--- config.mk ---
export PLATFORM = sky130hd
export DESIGN_NAME = uart_transmitter
export DESIGN_NICKNAME = d
export VERILOG_FILES = /design/src/rtl/uart_pkg.sv /design/src/rtl/uart_tx_fifo.sv /design/src/rtl/uart_transmitter.sv
export SDC_FILE = /design/constraint.sdc
export NUM_CORES = 1
export LEC_CHECK = 0
export ABC_AREA = 1
export CAP_MARGIN = 25
export CORE_MARGIN = 2
export CORE_UTILIZATION = 35
export CTS_CLUSTER_DIAMETER = 40
export DETAILED_ROUTE_END_ITERATION = 10
export PLACE_DENSITY = 0.69
export RECOVER_POWER = 100
export SYNTH_ARGS = -nofsm -noshare
export SYNTH_HDL_FRONTEND = slang
export SYNTH_HIERARCHICAL = 1
export SYNTH_SLANG_ARGS = --single-unit
--- constraint.sdc ---
create_clock -name clk -period 1.2 [get_ports clk]
set_input_delay 0.36 -clock clk [delete_from_list [all_inputs] [get_ports clk]]
set_output_delay 0.36 -clock clk [all_outputs]
set_load 0.02 [all_outputs]
--- src/rtl/uart_pkg.sv ---
// Shared UART transmit types: FSM state encoding, frame geometry and the parity helper.
package uart_pkg;

  typedef enum logic [2:0] {
    IDLE   = 3'd0,
    START  = 3'd1,
    DATA   = 3'd2,
    PARITY = 3'd3,
    STOP   = 3'd4
  } uart_state_t;

  localparam int UART_DATA_BITS  = 8;
  localparam int UART_FRAME_BITS = 11;

  // Even parity: the parity bit makes the total count of ones even.
  function automatic logic uart_parity(input logic [UART_DATA_BITS-1:0] d);
    return ^d;
  endfunction

endpackage

--- src/rtl/uart_tx_fifo.sv ---
// Synchronous byte FIFO in front of the UART transmitter; wrap-around pointers with an extra lap bit.
module uart_tx_fifo
  import uart_pkg::*;
#(
  parameter int DEPTH = 4,
  parameter int WIDTH = UART_DATA_BITS
) (
  input  logic             clk,
  input  logic             rst,
  input  logic             push,
  input  logic [WIDTH-1:0] wdata,
  input  logic             pop,
  output logic [WIDTH-1:0] rdata,
  output logic             full,
  output logic             empty
);

  localparam int AW = $clog2(DEPTH);

  logic [WIDTH-1:0] mem [DEPTH];
  logic [AW:0]      wr_ptr;
  logic [AW:0]      rd_ptr;
  logic             do_push;
  logic             do_pop;

  assign do_push = push && !full;
  assign do_pop  = pop && !empty;

  // Same index with different lap bits means the writer is a full lap ahead.
  assign empty = (wr_ptr == rd_ptr);
  assign full  = (wr_ptr[AW] != rd_ptr[AW]) && (wr_ptr[AW-1:0] == rd_ptr[AW-1:0]);
  assign rdata = mem[rd_ptr[AW-1:0]];

  always_ff @(posedge clk) begin
    if (rst) begin
      wr_ptr <= '0;
      rd_ptr <= '0;
    end else begin
      if (do_push) wr_ptr <= wr_ptr + 1'b1;
      if (do_pop)  rd_ptr <= rd_ptr + 1'b1;
    end
  end

  always_ff @(posedge clk) begin
    if (do_push) mem[wr_ptr[AW-1:0]] <= wdata;
  end

endmodule

--- src/rtl/uart_transmitter.sv ---
// UART transmitter: start, 8 data bits LSB-first, even parity, stop; tx is a registered decode of the state.
// Define UART_TX_FIFO_EN to place a FIFO_DEPTH-entry byte FIFO in front of the FSM.
module uart_transmitter
  import uart_pkg::*;
#(
  parameter int CLKS_PER_BIT = 1,
  parameter int FIFO_DEPTH   = 4
) (
  input  logic       clk,
  input  logic       rst,
  input  logic [7:0] data,
  input  logic       send,
  output logic       ready,
  output logic       busy,
  output logic       tx,
  output logic [2:0] dbg_state
);

  localparam int                TICK_W    = (CLKS_PER_BIT > 1) ? $clog2(CLKS_PER_BIT) : 1;
  localparam logic [TICK_W-1:0] TICK_LAST = TICK_W'(CLKS_PER_BIT - 1);
  localparam logic [2:0]        BIT_LAST  = 3'(UART_DATA_BITS - 1);

  if (CLKS_PER_BIT < 1) begin : g_bad_cpb
    $error("CLKS_PER_BIT must be at least 1");
  end
  if (FIFO_DEPTH < 2 || (FIFO_DEPTH & (FIFO_DEPTH - 1)) != 0) begin : g_bad_depth
    $error("FIFO_DEPTH must be a power of two, at least 2");
  end

  uart_state_t state, state_next;
  logic [TICK_W-1:0] tick, tick_next;
  logic [2:0]        bit_idx, bit_next;
  logic [7:0]        shift, shift_next;
  logic              parity_q, parity_next;
  logic              tx_next;
  logic              tick_done;
  logic              start_frame;
  logic [7:0]        load_data;

`ifdef UART_TX_FIFO_EN
  logic       fifo_full;
  logic       fifo_empty;
  logic [7:0] fifo_rdata;

  assign ready       = !fifo_full;
  assign start_frame = (state == IDLE) && !fifo_empty;
  assign load_data   = fifo_rdata;

  uart_tx_fifo #(
    .DEPTH(FIFO_DEPTH),
    .WIDTH(UART_DATA_BITS)
  ) u_fifo (
    .clk   (clk),
    .rst   (rst),
    .push  (send && ready),
    .wdata (data),
    .pop   (start_frame),
    .rdata (fifo_rdata),
    .full  (fifo_full),
    .empty (fifo_empty)
  );
`else
  assign ready       = (state == IDLE) && !rst;
  assign start_frame = send && ready;
  assign load_data   = data;
`endif

  assign busy      = (state != IDLE);
  assign dbg_state = state;
  assign tick_done = (tick == TICK_LAST);

  always_ff @(posedge clk) begin
    if (rst) begin
      state    <= IDLE;
      tick     <= '0;
      bit_idx  <= '0;
      shift    <= '0;
      parity_q <= 1'b0;
      tx       <= 1'b1;
    end else begin
      state    <= state_next;
      tick     <= tick_next;
      bit_idx  <= bit_next;
      shift    <= shift_next;
      parity_q <= parity_next;
      tx       <= tx_next;
    end
  end

  always_comb begin
    state_next  = state;
    tick_next   = tick;
    bit_next    = bit_idx;
    shift_next  = shift;
    parity_next = parity_q;
    tx_next     = 1'b1;

    case (state)
      IDLE: begin
        tx_next = 1'b1;
        if (start_frame) begin
          shift_next  = load_data;
          parity_next = uart_parity(load_data);
          tick_next   = '0;
          bit_next    = '0;
          state_next  = START;
        end
      end
      START: begin
        tx_next = 1'b0;
        if (tick_done) begin
          tick_next  = '0;
          bit_next   = '0;
          state_next = DATA;
        end else begin
          tick_next = tick + 1'b1;
        end
      end
      DATA: begin
        tx_next = shift[0];
        if (tick_done) begin
          tick_next  = '0;
          shift_next = shift >> 1;
          if (bit_idx == BIT_LAST) begin
            bit_next   = '0;
            state_next = PARITY;
          end else begin
            bit_next = bit_idx + 1'b1;
          end
        end else begin
          tick_next = tick + 1'b1;
        end
      end
      PARITY: begin
        tx_next = parity_q;
        if (tick_done) begin
          tick_next  = '0;
          state_next = STOP;
        end else begin
          tick_next = tick + 1'b1;
        end
      end
      STOP: begin
        tx_next = 1'b1;
        if (tick_done) begin
          tick_next  = '0;
          state_next = IDLE;
        end else begin
          tick_next = tick + 1'b1;
        end
      end
      default: begin
        state_next = IDLE;
        tick_next  = '0;
        bit_next   = '0;
      end
    endcase
  end

endmodule

==> flow_summary_export.csv, run 1 <==
group,metric,value,unit
setup_path,slowest_stage,"dfxtp_2",
setup_path,rr_startpoint,"dbg_state[2]",
die,row_count,18,
grt,grt_pass1_vias,972,
sta,setup_viol,18,
finish,fin_util,58.8,%
synth,ys_types,20,
clock_tree,cts_max_level,1,
route,wl,2280,um
synth,ys.flop_type,"dfxtp_1",
setup_path,r2r_slack,-80,ps
finish,fillCellCount,250,
synth,synth-simple-area-share,41.3,%
hold_path,whs_path_depth,2,
synth,synth-compound-area-share,10.6,%
grt,grt_max_degree,11,
clock_tree,clk_pin_slew_worst_paths,90,ps
sta,max_slew_margin,85.6,%
setup_path,crit_family,"flip-flops",
sta,worst_slack,-183,ps
die,die_h,56.0,um
setup_path,path_depth,4,
hold_path,hold_path_end,"shift[7]",
synth,synth_top_area_share,33.9,%
route,drt_iter0_markers,17,
sta,min_period_over_period,115,%
setup_path,worst_r2r_path_depth,9,
sta,finalHoldViolations,0,
die,dieArea,3130,um^2
synth,yosys-top-cells-area,"dfxtp_1, nand2_1, nor2_1",
hold_path,hold_path_class,"flip-flop to flip-flop",
power,power.total,0.00310,W
route,ant_nets,0,
route,via_count,1031,
power,p_leak,0.745,nW
clock_tree,cts_buffers,3,
synth,synth_xor_area_share,1.85,%
setup_path,crit_arrival,1020,ps
clock_tree,cts_tree,"yes",
grt,grt_overflow_total,0,
die,core_area,2520,um^2
placed_design,io_buffers,16,
setup_path,worst-path-max-fanout,2,
clock_tree,clk_latency,280,ps
status,violations,"negative setup slack",
hold_path,min-delay-start,"shift[7]",
sta,setup_tns,-1240,ps
die,start_util,37.5,%
route,drc,0,
synth,synth-warning-count,6,
synth,synth_top_family_by_area,"simple AND/OR/NAND/NOR gates",
sta,maxSlewViolCount,0,
clock_tree,clock-root-buffer,"clkbuf_4",
route,avgRoutedWirePerCell,10.3,um
sta,period_needed,1380,ps
grt,antenna_found_initial,0,
finish,nets,206,
power,ir_drop,0.00124,V
setup_path,critPathKind,"flip-flop to primary output",
sta,rsz0062_at_grt,"yes",
power,powerDensity,2090,nW/um^2
setup_path,cp.required,840,ps
placed_design,gp_congestion,0.733,
setup_path,path_cells,"nor2_4 > nand2_4 > nor2_4 > buf_6",
finish,drive_gt1_share,35.4,%
setup_path,r2r-end,"shift[6]",
placed_design,pre_cts_ws,-662,ps
synth,ys_seq_area_share,33.9,%
grt,grt_pass1_wl,3750,um
synth,synth_seq_cells,16,
synth,synth_edf_count,0,
clock_tree,holdBufCountCts,0,
grt,grtUsageTotal,14.7,%
synth,synthCells,148,
die,top_level_ports,17,
finish,synthToLayoutAreaGrowth,57.0,%
synth,synth_mux_area_share,0,%
sta,skew,2.35,ps
route,routed_via_density,4.64,
setup_path,crit_path_max_incr_delay,340,ps
synth,synthArstFlopShare,0,%
synth,syn-mean-instance-area,6.38,um^2
synth,synth_nets,161,
setup_path,path_buf_inv,1,
clock_tree,cts_sinks,16,
setup_path,crit_top_cell,"nor2_4",
finish,n_antenna_cell,0,
status,status,"finished, violations left",
flow_run,cap_viol_max_count,0,
synth,synth_top_area_cell,"dfxtp_1",
clock_tree,cts_buffer_depth,2,
setup_path,cp-end-kind,"primary output",
die,fp.dieW,56.0,um
setup_path,cp-start-kind,"flip-flop",
sta,fmax,723,MHz
synth,yosys.area_share.adder,2.65,%
route,dr.pass1.iters,4,
placed_design,dp.final_hpwl,1740,um
synth,syn_area,945,um^2
sta,tightest_slew,215,ps
Yosys cell counts (2+ instances only):
| cell type | number |
|---|---|
| ha_1 | 2 |
| nand2_1 | 48 |
| inv_2 | 4 |
| inv_1 | 16 |
| xnor2_1 | 2 |
| nand3b_1 | 2 |
| dfxtp_1 | 16 |
| o21ai_0 | 13 |
| a21oi_1 | 4 |
| nor3_1 | 2 |
| nand3_1 | 4 |
| nor2_1 | 27 |
power by group:
group | switching [W] | total, W | internal, W | leakage (nW)
sequential | 0.000131 | 0.000873 | 0.000742 | 0.133
clock | 0.000162 | 0.000291 | 0.000129 | 0.0150
combinational | 0.00105 | 0.00194 | 0.000885 | 0.596
worst min-delay path, cell delays in order, from the launching register on:
cell	delay (ps)
dfxtp_1	330
nand2_1	70
a21oi_1	50
layer usage:
metal / track usage [%] / vias up / share of wire [%] / wire length, um
met4: 5.78 / 0 / 1.2 / 27
li1: - / 550 / - / -
met1: 16.3 / 458 / 41 / 935
met2: 27.7 / 19 / 55 / 1240
met5: 0 / - / 0 / 0
met3: 2.09 / 4 / 3.2 / 74
sequential cells by signal (all words and copies together) (netlist names):
signal     cells
dbg_state      3
shift          8
bit_idx        3
parity_q       1
tx             1
placed cells by master (no fill, tap or decap):
cell | netlist | final
nand2_1 | 48 | 38
nor2_1 | 27 | 22
buf_4 | 0 | 17
inv_1 | 16 | 14
dfxtp_1 | 16 | 13
buf_6 | 1 | 13
nand2_2 | 0 | 8
o21ai_0 | 13 | 8
clkdlybuf4s50_1 | 0 | 7
o21ai_2 | 0 | 4
nor2_2 | 0 | 4
a21oi_1 | 4 | 4
inv_2 | 4 | 3
inv_6 | 0 | 3
nand3_1 | 4 | 3
clkbuf_4 | 0 | 3
dlygate4sd2_1 | 0 | 3
nor2_4 | 1 | 2
nand2_4 | 1 | 2
nor3_1 | 2 | 2
nand3b_1 | 2 | 2
xnor2_1 | 2 | 2
ha_1 | 2 | 2
dfxtp_2 | 0 | 2
buf_2 | 1 | 2
nor2_8 | 1 | 1
nand4_4 | 1 | 1
nand2_8 | 0 | 1
a21boi_0 | 1 | 1
nand3_4 | 0 | 1
o211ai_1 | 1 | 1
o21ai_1 | 0 | 1
clkbuf_1 | 0 | 1
dfxtp_4 | 0 | 1
cell families after synthesis:
kind of cell | Yosys count
AOI/OAI and AO/OA | 19
xor gates and xnor gates | 2
adders and majority gates | 2
buffers and inverters | 22
DFF | 16
and+or+nand+nor | 87
how the worst max path moves through the flow:
stage | end | from
2_1_floorplan | shift[6] | dbg_state[0]
3_3_place_gp | ready | rst
3_5_place_dp | ready | rst
4_1_cts | ready | dbg_state[2]
5_1_grt | ready | dbg_state[2]
6_report | ready | dbg_state[2]
area by class of cell:
cell class | instances | area, um^2 | area share, %
Timing Repair Buffer | 42 | 380 | 25.7
Sequential cell | 16 | 327 | 22.0
Inverter | 20 | 90.1 | 6.08
Multi-Input combinational cell | 110 | 622 | 41.9
Clock buffer | 4 | 26.3 | 1.77
Tap cell | 30 | 37.5 | 2.53
metrics by stage:
| stage | hold WS [ps] | instances | cell area, um^2 |
|---|---|---|---|
| 2_1_floorplan | 425 | 148 | 971 |
| 3_3_place_gp | 453 | 214 | 1320 |
| 3_5_place_dp | 462 | 214 | 1320 |
| 4_1_cts | 476 | 220 | 1390 |
| 5_1_grt | 522 | 222 | 1480 |
| 6_report | 484 | 222 | 1480 |
timing repair:
| item | in CTS | in global routing |
|---|---|---|
| hold endpoints to repair | 0 | 0 |
| gates resized for setup | 45 | 32 |
| setup endpoints to repair | 20 | 19 |
| pin swaps | 4 | 8 |
| buffers inserted | 2 | 3 |
| gates cloned | 0 | 0 |
No activity file was read; power rests on OpenSTA's default activity.
==> run 2, diff against run 1 <==
--- a/config.mk
+++ b/config.mk
@@ -6,7 +6,6 @@
 export NUM_CORES = 1
 export LEC_CHECK = 0
 export ABC_AREA = 1
-export CAP_MARGIN = 25
 export CORE_MARGIN = 2
 export CORE_UTILIZATION = 35
 export CTS_CLUSTER_DIAMETER = 40
==> results of run 2 <==
Final layout, timing and power as in run 1 (identical DEF).
